$ cat config.mk
export PLATFORM = sky130hd
export DESIGN_NAME = inst_uart_loader
export DESIGN_NICKNAME = d
export VERILOG_FILES = /design/src/rtl/inst_uart_loader.sv
export SDC_FILE = /design/constraint.sdc
export NUM_CORES = 1
export LEC_CHECK = 0
export ABC_CLOCK_PERIOD_IN_PS = 3050
export BUFFER_PORTS_ARGS = -buffer_cell sky130_fd_sc_hd__buf_2
export CAP_MARGIN = 20
export CORE_MARGIN = 5
export CORE_UTILIZATION = 45
export CTS_CLUSTER_SIZE = 28
export DETAILED_ROUTE_END_ITERATION = 10
export PLACE_DENSITY = 0.73
export SKIP_CTS_REPAIR_TIMING = 1
export SYNTH_ARGS = -nofsm -noshare
export SYNTH_HDL_FRONTEND = slang
export SYNTH_SLANG_ARGS = --single-unit
export TNS_END_PERCENT = 100
$ cat constraint.sdc
create_clock -name clk -period 3.05 [get_ports clk]
set_input_delay 0 -clock clk [delete_from_list [all_inputs] [get_ports clk]]
set_output_delay 0 -clock clk [all_outputs]
set_load 0.005 [all_outputs]
$ cat src/rtl/inst_uart_loader.sv
// Purpose : boots an instruction memory from a UART byte stream. It reads a 16-bit little-endian
//           word count, then that many 32-bit little-endian words, and then releases the core reset.
// Latency : wr_en pulses one cycle after the stop-bit sample of each word's fourth byte;
//           load_done and core_rstn rise one cycle after the loader enters DONE.
// Backpressure: none. The serial line cannot be stalled, so the memory must accept a write every
//           time wr_en pulses. Words at or beyond 2^ADDR_W are received but not written.
// Ports   : clk, rstn (async active-low), uart_rx (8N1, LSB first, idle high);
//           wr_en, wr_addr, wr_data (instruction-memory write port);
//           core_rstn, load_done, frame_err (status, all registered).
// Limits  : CLK_DIV >= 8, ADDR_W <= 16 (the word counter is 16 bits).
module inst_uart_loader #(
  parameter int CLK_DIV = 868,
  parameter int ADDR_W  = 10
) (
  input  logic              clk,
  input  logic              rstn,
  input  logic              uart_rx,
  output logic              wr_en,
  output logic [ADDR_W-1:0] wr_addr,
  output logic [31:0]       wr_data,
  output logic              core_rstn,
  output logic              load_done,
  output logic              frame_err
);

  localparam int CNT_W = $clog2(CLK_DIV);
  localparam logic [CNT_W-1:0] CNT_FULL = CNT_W'(CLK_DIV - 1);
  localparam logic [CNT_W-1:0] CNT_HALF = CNT_W'(CLK_DIV / 2 - 1);
  localparam logic [16:0]      DEPTH    = 17'(1) << ADDR_W;

  // ---------------------------------------------------------------------------
  // Serial receiver
  // ---------------------------------------------------------------------------
  typedef enum logic [1:0] {RX_IDLE, RX_START, RX_DATA, RX_STOP} rx_state_t;

  logic             rx_meta_q, rx_sync_q, rx_prev_q;
  rx_state_t        rx_state_q, rx_state_d;
  logic [CNT_W-1:0] rx_cnt_q, rx_cnt_d;
  logic [2:0]       rx_bit_q, rx_bit_d;
  logic [7:0]       rx_shift_q, rx_shift_d;
  logic             byte_vld;
  logic             byte_bad;

  always_comb begin
    rx_state_d = rx_state_q;
    rx_cnt_d   = rx_cnt_q;
    rx_bit_d   = rx_bit_q;
    rx_shift_d = rx_shift_q;
    byte_vld   = 1'b0;
    byte_bad   = 1'b0;
    case (rx_state_q)
      RX_IDLE: begin
        if (rx_prev_q && !rx_sync_q) begin
          rx_state_d = RX_START;
          rx_cnt_d   = '0;
        end
      end
      RX_START: begin
        // Mid-point of the start bit: a high line means the edge was a glitch.
        if (rx_cnt_q == CNT_HALF) begin
          rx_cnt_d = '0;
          if (rx_sync_q) begin
            rx_state_d = RX_IDLE;
          end else begin
            rx_state_d = RX_DATA;
            rx_bit_d   = '0;
          end
        end else begin
          rx_cnt_d = rx_cnt_q + 1'b1;
        end
      end
      RX_DATA: begin
        if (rx_cnt_q == CNT_FULL) begin
          rx_cnt_d   = '0;
          rx_shift_d = {rx_sync_q, rx_shift_q[7:1]};
          rx_bit_d   = rx_bit_q + 1'b1;
          if (rx_bit_q == 3'd7) rx_state_d = RX_STOP;
        end else begin
          rx_cnt_d = rx_cnt_q + 1'b1;
        end
      end
      RX_STOP: begin
        if (rx_cnt_q == CNT_FULL) begin
          rx_cnt_d   = '0;
          rx_state_d = RX_IDLE;
          byte_vld   = rx_sync_q;
          byte_bad   = !rx_sync_q;
        end else begin
          rx_cnt_d = rx_cnt_q + 1'b1;
        end
      end
      default: rx_state_d = RX_IDLE;
    endcase
  end

  always_ff @(posedge clk or negedge rstn) begin
    if (!rstn) begin
      // The line idles high, so the synchronizer resets high to avoid a false start edge.
      rx_meta_q  <= 1'b1;
      rx_sync_q  <= 1'b1;
      rx_prev_q  <= 1'b1;
      rx_state_q <= RX_IDLE;
      rx_cnt_q   <= '0;
      rx_bit_q   <= '0;
      rx_shift_q <= '0;
    end else begin
      rx_meta_q  <= uart_rx;
      rx_sync_q  <= rx_meta_q;
      rx_prev_q  <= rx_sync_q;
      rx_state_q <= rx_state_d;
      rx_cnt_q   <= rx_cnt_d;
      rx_bit_q   <= rx_bit_d;
      rx_shift_q <= rx_shift_d;
    end
  end

  // ---------------------------------------------------------------------------
  // Loader FSM
  // ---------------------------------------------------------------------------
  typedef enum logic [1:0] {LEN_LO, LEN_HI, DATA, DONE} ld_state_t;

  ld_state_t         ld_state_q;
  logic [15:0]       count_q;
  logic [15:0]       word_idx_q;
  logic [1:0]        phase_q;
  logic [23:0]       asm_q;
  logic              wr_en_q;
  logic [ADDR_W-1:0] wr_addr_q;
  logic [31:0]       wr_data_q;
  logic              load_done_q;
  logic              core_rstn_q;
  logic              frame_err_q;
  logic              in_range;

  assign in_range = {1'b0, word_idx_q} < DEPTH;

  always_ff @(posedge clk or negedge rstn) begin
    if (!rstn) begin
      ld_state_q  <= LEN_LO;
      count_q     <= '0;
      word_idx_q  <= '0;
      phase_q     <= '0;
      asm_q       <= '0;
      wr_en_q     <= 1'b0;
      wr_addr_q   <= '0;
      wr_data_q   <= '0;
      load_done_q <= 1'b0;
      core_rstn_q <= 1'b0;
      frame_err_q <= 1'b0;
    end else begin
      wr_en_q     <= 1'b0;
      load_done_q <= (ld_state_q == DONE);
      core_rstn_q <= (ld_state_q == DONE);
      // Once loading is done the line is ignored, including its framing errors.
      if (byte_bad && ld_state_q != DONE) frame_err_q <= 1'b1;
      if (byte_vld) begin
        case (ld_state_q)
          LEN_LO: begin
            count_q[7:0] <= rx_shift_q;
            ld_state_q   <= LEN_HI;
          end
          LEN_HI: begin
            count_q[15:8] <= rx_shift_q;
            ld_state_q    <= ({rx_shift_q, count_q[7:0]} == 16'd0) ? DONE : DATA;
          end
          DATA: begin
            phase_q <= phase_q + 1'b1;
            case (phase_q)
              2'd0: asm_q[7:0]   <= rx_shift_q;
              2'd1: asm_q[15:8]  <= rx_shift_q;
              2'd2: asm_q[23:16] <= rx_shift_q;
              default: begin
                // The output data register only changes on a word boundary,
                // so it stays stable around the write strobe.
                wr_data_q  <= {rx_shift_q, asm_q};
                word_idx_q <= word_idx_q + 16'd1;
                if (in_range) begin
                  wr_en_q   <= 1'b1;
                  wr_addr_q <= word_idx_q[ADDR_W-1:0];
                end
                if (word_idx_q + 16'd1 == count_q) ld_state_q <= DONE;
              end
            endcase
          end
          default: ;
        endcase
      end
    end
  end

  assign wr_en     = wr_en_q;
  assign wr_addr   = wr_addr_q;
  assign wr_data   = wr_data_q;
  assign load_done = load_done_q;
  assign core_rstn = core_rstn_q;
  assign frame_err = frame_err_q;

endmodule

---- Word level (Yosys, flattened, before mapping) ----
Cells that the tools add are included.
storage, ports and cells
  flip-flop bits (word level) ............. 131
  input bits .............................. 3
  output and inout port bits .............. 46
  word-level logic and storage cells ...... 97
cells by class
  add/sub/neg operators ................... 4
  order comparisons ....................... 1
  eq/ne operators ......................... 21
  multiplexer cells ....................... 27
  bitwise gates (word level) .............. 1
  reductions and logical operators ........ 23
operators with widths
  cell                                                  count
  2-to-1 mux 10 bit                                     3
  one-hot mux 10 bit (3 select lines)                   1
  inequality test 2 bit, second input constant          9
  adder 16 x 1 -> 16 bit, second input constant         1
  == test 16 bit                                        1
  zero test 16 bit                                      1
  < comparator 16 x 11 -> 1 bit, second input constant  1
  2-to-1 mux 2 bit                                      8
  AND reduction 3 bit                                   4
  AND reduction 4 bit                                   3
  adder 10 x 1 -> 10 bit, second input constant         1
  == test 10 bit, second input constant                 1
  == test 10 x 9 -> 1 bit, second input constant        1
  == test 2 bit, second input constant                  5
  2-to-1 mux 1 bit                                      9
  2-to-1 mux 3 bit                                      3
  one-hot mux 2 bit (4 select lines)                    1
  AND reduction 2 bit                                   4
  == test 2 x 1 -> 1 bit, second input constant         3
  zero test 2 bit                                       3
  one-hot mux 2 bit (3 select lines)                    1
  one-hot mux 3 bit (2 select lines)                    1
  AND reduction 5 bit                                   1
  adder 3 x 1 -> 3 bit, second input constant           1
  other kinds (9)                                       10

---- Depth between registers and ports, before layout ----
  depth in word-level cells ............... 5
  mapped depth ............................ 9
  gate-level depth less buffers ........... 8

---- Worst setup path before layout ----
OpenSTA, ideal clock, no wires.
  path kind ............................... reg-to-reg
  start ................................... reg rx_cnt_q[2]
  end ..................................... reg wr_addr_q[1] (netlist: wr_addr[1])
  library setup time ...................... 0.125 ns
  data arrival time ....................... 2.312 ns
  setup slack ............................. 0.613 ns
  stages on the path, launching flop included .. 7
  clock period less this slack ............ 2.437 ns
  cell sequence ........................... dfrtp_1 or3b_1 nor4_4 nand2_2 or4_4 buf_6 mux2_4
on the way
  word-level cells in the longest chain between the ends .. 4
ends and longest elaborated chain
  what                                  RTL line  source
  from (decl)                           38        logic [CNT_W-1:0] rx_cnt_q, rx_cnt_d;
  from (signal assigned)                111       rx_cnt_q <= rx_cnt_d;
  == test 10 bit                        83        if (rx_cnt_q == CNT_FULL) begin
  2-to-1 mux 1 bit                      83
  2-to-1 mux 1 bit                      51        case (rx_state_q)
  AND reduction 4 bit (no source line)  --
  to (signal assigned)                  179       wr_addr_q <= word_idx_q[ADDR_W-1:0];
  to (decl)                             128       logic [ADDR_W-1:0] wr_addr_q;
Every way passes these cells.
A chain may end at the register's enable or synchronous reset.

---- Worst setup path in the final report ----
  start ................................... reg word_idx_q[0]
  end ..................................... reg ld_state_q[1]
on the way
  word-level cells in the longest chain between the ends .. 4
ends and longest elaborated chain
  what                                    RTL line  source
  from (decl)                             124       logic [15:0] word_idx_q;
  from (signal assigned)                  176       word_idx_q <= word_idx_q + 16'd1;
  adder 16 x 1 -> 16 bit                  181       if (word_idx_q + 16'd1 == count_q) ld_state_q <= DONE;
  == test 16 bit                          181
  inequality test 2 bit (no source line)  --
  AND reduction 4 bit (no source line)    --
  to (signal assigned)                    164       ld_state_q <= ({rx_shift_q, count_q[7:0]} == 16'd0) ? DONE : DATA;
  to (decl)                               122       ld_state_t ld_state_q;
Every way passes these cells.

==> summary.txt <==
RUN STATUS
-----------------------------------------------------------------------------------------
Status                                                                       finished clean

CRITICAL PATH
-----------------------------------------------------------------------------------------
Arrival time reported for the critical path endpoint                              2.99 ns
Worst Reg-to-Reg Cells                                                                  7
Standard cell with the maximum stage delay on the critical path                    nor4_1
Destination of the worst register-to-register timing path                    ld_state_q[1]$_DFFE_PN0P_
Register-to-register setup slack                                                  0.37 ns
Type of the setup path with the least slack                                    reg -> reg
List of cells traversed by the critical path                                 ha_1 -> nand4_1 -> nor4_1 -> xnor2_1 -> o2111ai_1 -> o31a_1 -> mux2_2
Startpoint kind of the worst setup timing path                                  flip-flop
Data required time at the worst endpoint                                          3.36 ns
Startpoint of the lowest-slack register-to-register path                     word_idx_q[0]$_DFFE_PN0P_
Crit-path max FO                                                                        9
Maximum cell stage delay along the critical path                                  0.52 ns
CP Capture Type                                                                 flip-flop

POWER AND IR DROP
-----------------------------------------------------------------------------------------
Max IR drop VDD                                                                    374 uV
Pwr Density                                                                   575 mW/mm^2
Static Leak                                                                       3.67 nW
Register share of total power                                                       45.2%
Internal cell power                                                               3.13 mW
Net switching share of the total power                                              22.9%
Net load switching power                                                         0.932 mW
Part of the total power dissipated in the clock network                             51.2%
Logic pwr share                                                                      3.5%

GLOBAL ROUTING
-----------------------------------------------------------------------------------------
Global-route wire length before repair                                           21900 um
Antenna violations before repair                                                        0
Total congestion overflow                                                               0
Total global-route track usage                                                      16.9%
Pin count of the biggest net entering global routing                                  131
Via count of the first global-routing pass                                           4352

TIMING
-----------------------------------------------------------------------------------------
Final setup viols                                                                       0
Final period utilization                                                            87.9%
RSZ-0062 raised after global routing                                                false
Hold Violations, Final                                                                  0
Slew Limit Headroom                                                                 53.5%
Final Hold Slack                                                                 0.214 ns
Crit path setup slack, layout                                                    0.368 ns
Setup total negative slack                                                           0 ns
Max frequency                                                                     373 MHz
Max Transition Viols Final                                                              0
Actual slew at the worst max-slew pin                                            0.698 ns
Worst clock skew                                                               0.00667 ns
Final min period                                                                  2.68 ns

DRT
-----------------------------------------------------------------------------------------
DRC errors left                                                                         0
Wire length per cell after detailed routing                                       15.7 um
Violation count after the first detailed-route iteration                              351
Antenna Nets Post-Route                                                                 0
Via count of the routed design                                                       4270
Final wirelength                                                                 12700 um
Detailed-router iteration count before antenna repair                                   4
Vias per std cell                                                                    5.31

FLOORPLAN
-----------------------------------------------------------------------------------------
Horizontal die dimension                                                           126 um
Initial cell density of the core                                                    45.8%
Core box area                                                                 0.0132 mm^2
Row Count                                                                              42
Overall die area                                                              0.0159 mm^2
Count of pins on the block boundary                                                    49
Y dimension of the die                                                             126 um

FINAL LAYOUT
-----------------------------------------------------------------------------------------
Fraction of layout cells with a size suffix above 1                                 22.9%
Layout overhead on the synthesized area                                             16.6%
Leading cell type in the layout, fill and taps excluded                           nand2_1
Most frequent cells in the layout                                            150 x nand2_1, 128 x dfrtp_1, 47 x buf_2, 42 x mux2_2, 18 x xor2_1
Diode count                                                                             0
Net count reported at finish                                                          632

CLOCK TREE
-----------------------------------------------------------------------------------------
Number of CTS-inserted buffers                                                         17
CTS clock-pin slew for the worst setup and hold paths                             0.06 ns
Clock tree from TritonCTS                                                            done
Clock latency reported for the late side of the worst-skew pair                   0.42 ns
Clk sink count                                                                        131
Number of buffers on the longest clock path                                             2
Clock Tree Root                                                                 clkbuf_16
H-tree lvl count                                                                        4

LOGIC SYNTHESIS
-----------------------------------------------------------------------------------------
Cell area after technology mapping                                           0.00606 mm^2
Count of mapped cells out of synthesis                                                571
Proportion of register bits with asynchronous set or reset after synthesis           100%
Post-Syn Nets                                                                         588
Syn Area/Cell                                                                   10.6 um^2
Post-synth top flop                                                               dfrtp_1
Count of state elements after synthesis                                               131
Synth Warn #                                                                            0
Number of flops mapped to enable cells by yosys                                         0
Sequential area share after synthesis                                               54.1%
Distinct cell type count of the synthesized netlist                                    60

PLACE
-----------------------------------------------------------------------------------------
Half-perimeter wire length after detailed placement                               8610 um
Port Buf Inserts                                                                       48
Global placement routability congestion                                             0.882
Setup Slack @ Placement                                                          0.392 ns

RUN
-----------------------------------------------------------------------------------------
Max-capacitance violation count                                                         0

MIN PATH
-----------------------------------------------------------------------------------------
Path class of the lowest-slack min-delay path                                 in -> async

## state kept, by name, summed over array words and instances (netlist names), 2 cells and up, named ones only
| signal | count |
|---|---|
| asm_q | 24 |
| count_q | 16 |
| ld_state_q | 2 |
| phase_q | 2 |
| rx_bit_q | 3 |
| rx_cnt_q | 10 |
| rx_shift_q | 8 |
| word_idx_q | 16 |
| wr_addr | 10 |
| wr_data | 32 |
## per-layer routing
metal / vias up / wire [um] / GRT usage (%)
li1: 2042 / - / -
met1: 2130 / 5850 / 22.2
met2: 81 / 6150 / 27.2
met3: 17 / 433 / 3.81
met4: 0 / 229 / 7.13
met5: - / 0 / 0
## critical path, delay by kind of cell (launching register included)
family	cells	cell delay, ns
adder cells (fa/ha/maj)	1	0.29
AND/OR/NAND/NOR	2	0.88
AO/OA/AOI/OAI	2	0.47
flip-flops	1	0.49
multiplexers	1	0.27
XOR/XNOR	1	0.17
## cell usage after synthesis, types with 2 or more instances
cell type	n	share of area [%]
nor4bb_1	2	0.33
nor2_1	13	0.80
o22a_1	2	0.29
mux2i_1	2	0.33
a41oi_1	2	0.29
nand4b_1	2	0.29
o211ai_1	2	0.25
nand2_1	150	9.3
nor4b_1	3	0.43
xor2_1	18	2.6
xnor2_1	17	2.5
o22ai_1	2	0.21
inv_1	12	0.74
buf_4	5	0.62
a21oi_1	9	0.74
o21ai_0	15	1.2
nor4_1	11	1.1
or3_1	5	0.52
nand3_1	14	1.2
o41ai_1	2	0.29
nand4_1	11	1.1
or2_2	2	0.21
mux2_4	8	2.0
nor3_1	6	0.50
clkbuf_1	23	1.4
dfstp_2	3	1.3
nor2b_1	5	0.52
buf_2	2	0.17
or4_1	2	0.25
mux2_2	42	7.8
nand3b_1	3	0.37
dfrtp_1	128	53
and3_1	2	0.21
o31ai_1	5	0.62
a31oi_1	2	0.21
ha_1	14	2.9
a211oi_1	2	0.25
## layout make-up
cell class | count | area (um^2)
Fill cell | 1150 | 6170
Timing Repair Buffer | 58 | 338
Clock inverter | 14 | 178
Clock buffer | 18 | 429
Tap cell | 176 | 220
Multi-Input combinational cell | 395 | 2580
Sequential cell | 131 | 3280
Inverter | 12 | 45.0
## worst max path at each step
stage / from / endpoint / depth (start not counted)
finish: word_idx_q[0]$_DFFE_PN0P_ / ld_state_q[1]$_DFFE_PN0P_ / 7
global route: word_idx_q[0]$_DFFE_PN0P_ / ld_state_q[1]$_DFFE_PN0P_ / 7
CTS: word_idx_q[0]$_DFFE_PN0P_ / ld_state_q[1]$_DFFE_PN0P_ / 7
detailed placement: word_idx_q[0]$_DFFE_PN0P_ / ld_state_q[1]$_DFFE_PN0P_ / 7
global placement: word_idx_q[0]$_DFFE_PN0P_ / ld_state_q[1]$_DFFE_PN0P_ / 7
floorplan: rx_cnt_q[2]$_DFFE_PN0P_ / wr_addr[1]$_DFFE_PN0P_ / 6
## power groups by stage
stage	Clock, mW	Sequential, mW	Combinational [mW]
2_1_floorplan	0	1.84	0.101
3_5_place_dp	0	1.87	0.147
5_1_grt	2.21	1.85	0.168
6_report	2.08	1.84	0.144
3_3_place_gp	0	1.86	0.138
4_1_cts	2.13	1.84	0.147
## cell families after synthesis
| family | share of synthesized area [%] |
|---|---|
| flops | 54.1 |
| buf+inv | 3.34 |
| mux | 10.1 |
| simple gates | 18.8 |
| fa+ha+maj | 2.89 |
| compound gates | 5.65 |
| xor+xnor | 5.05 |
## per-stage QoR
stage / util, % / power [mW] / std cells / area [um^2]
2_1_floorplan: - / 1.94 / 571 / 6060
3_3_place_gp: 48.6 / 2.00 / 769 / 6430
3_5_place_dp: 48.6 / 2.01 / 769 / 6430
4_1_cts: 53.2 / 4.11 / 801 / 7040
5_1_grt: 53.4 / 4.22 / 804 / 7070
6_report: 53.4 / 4.06 / 804 / 7070
Power figures use the tool's default switching activity.
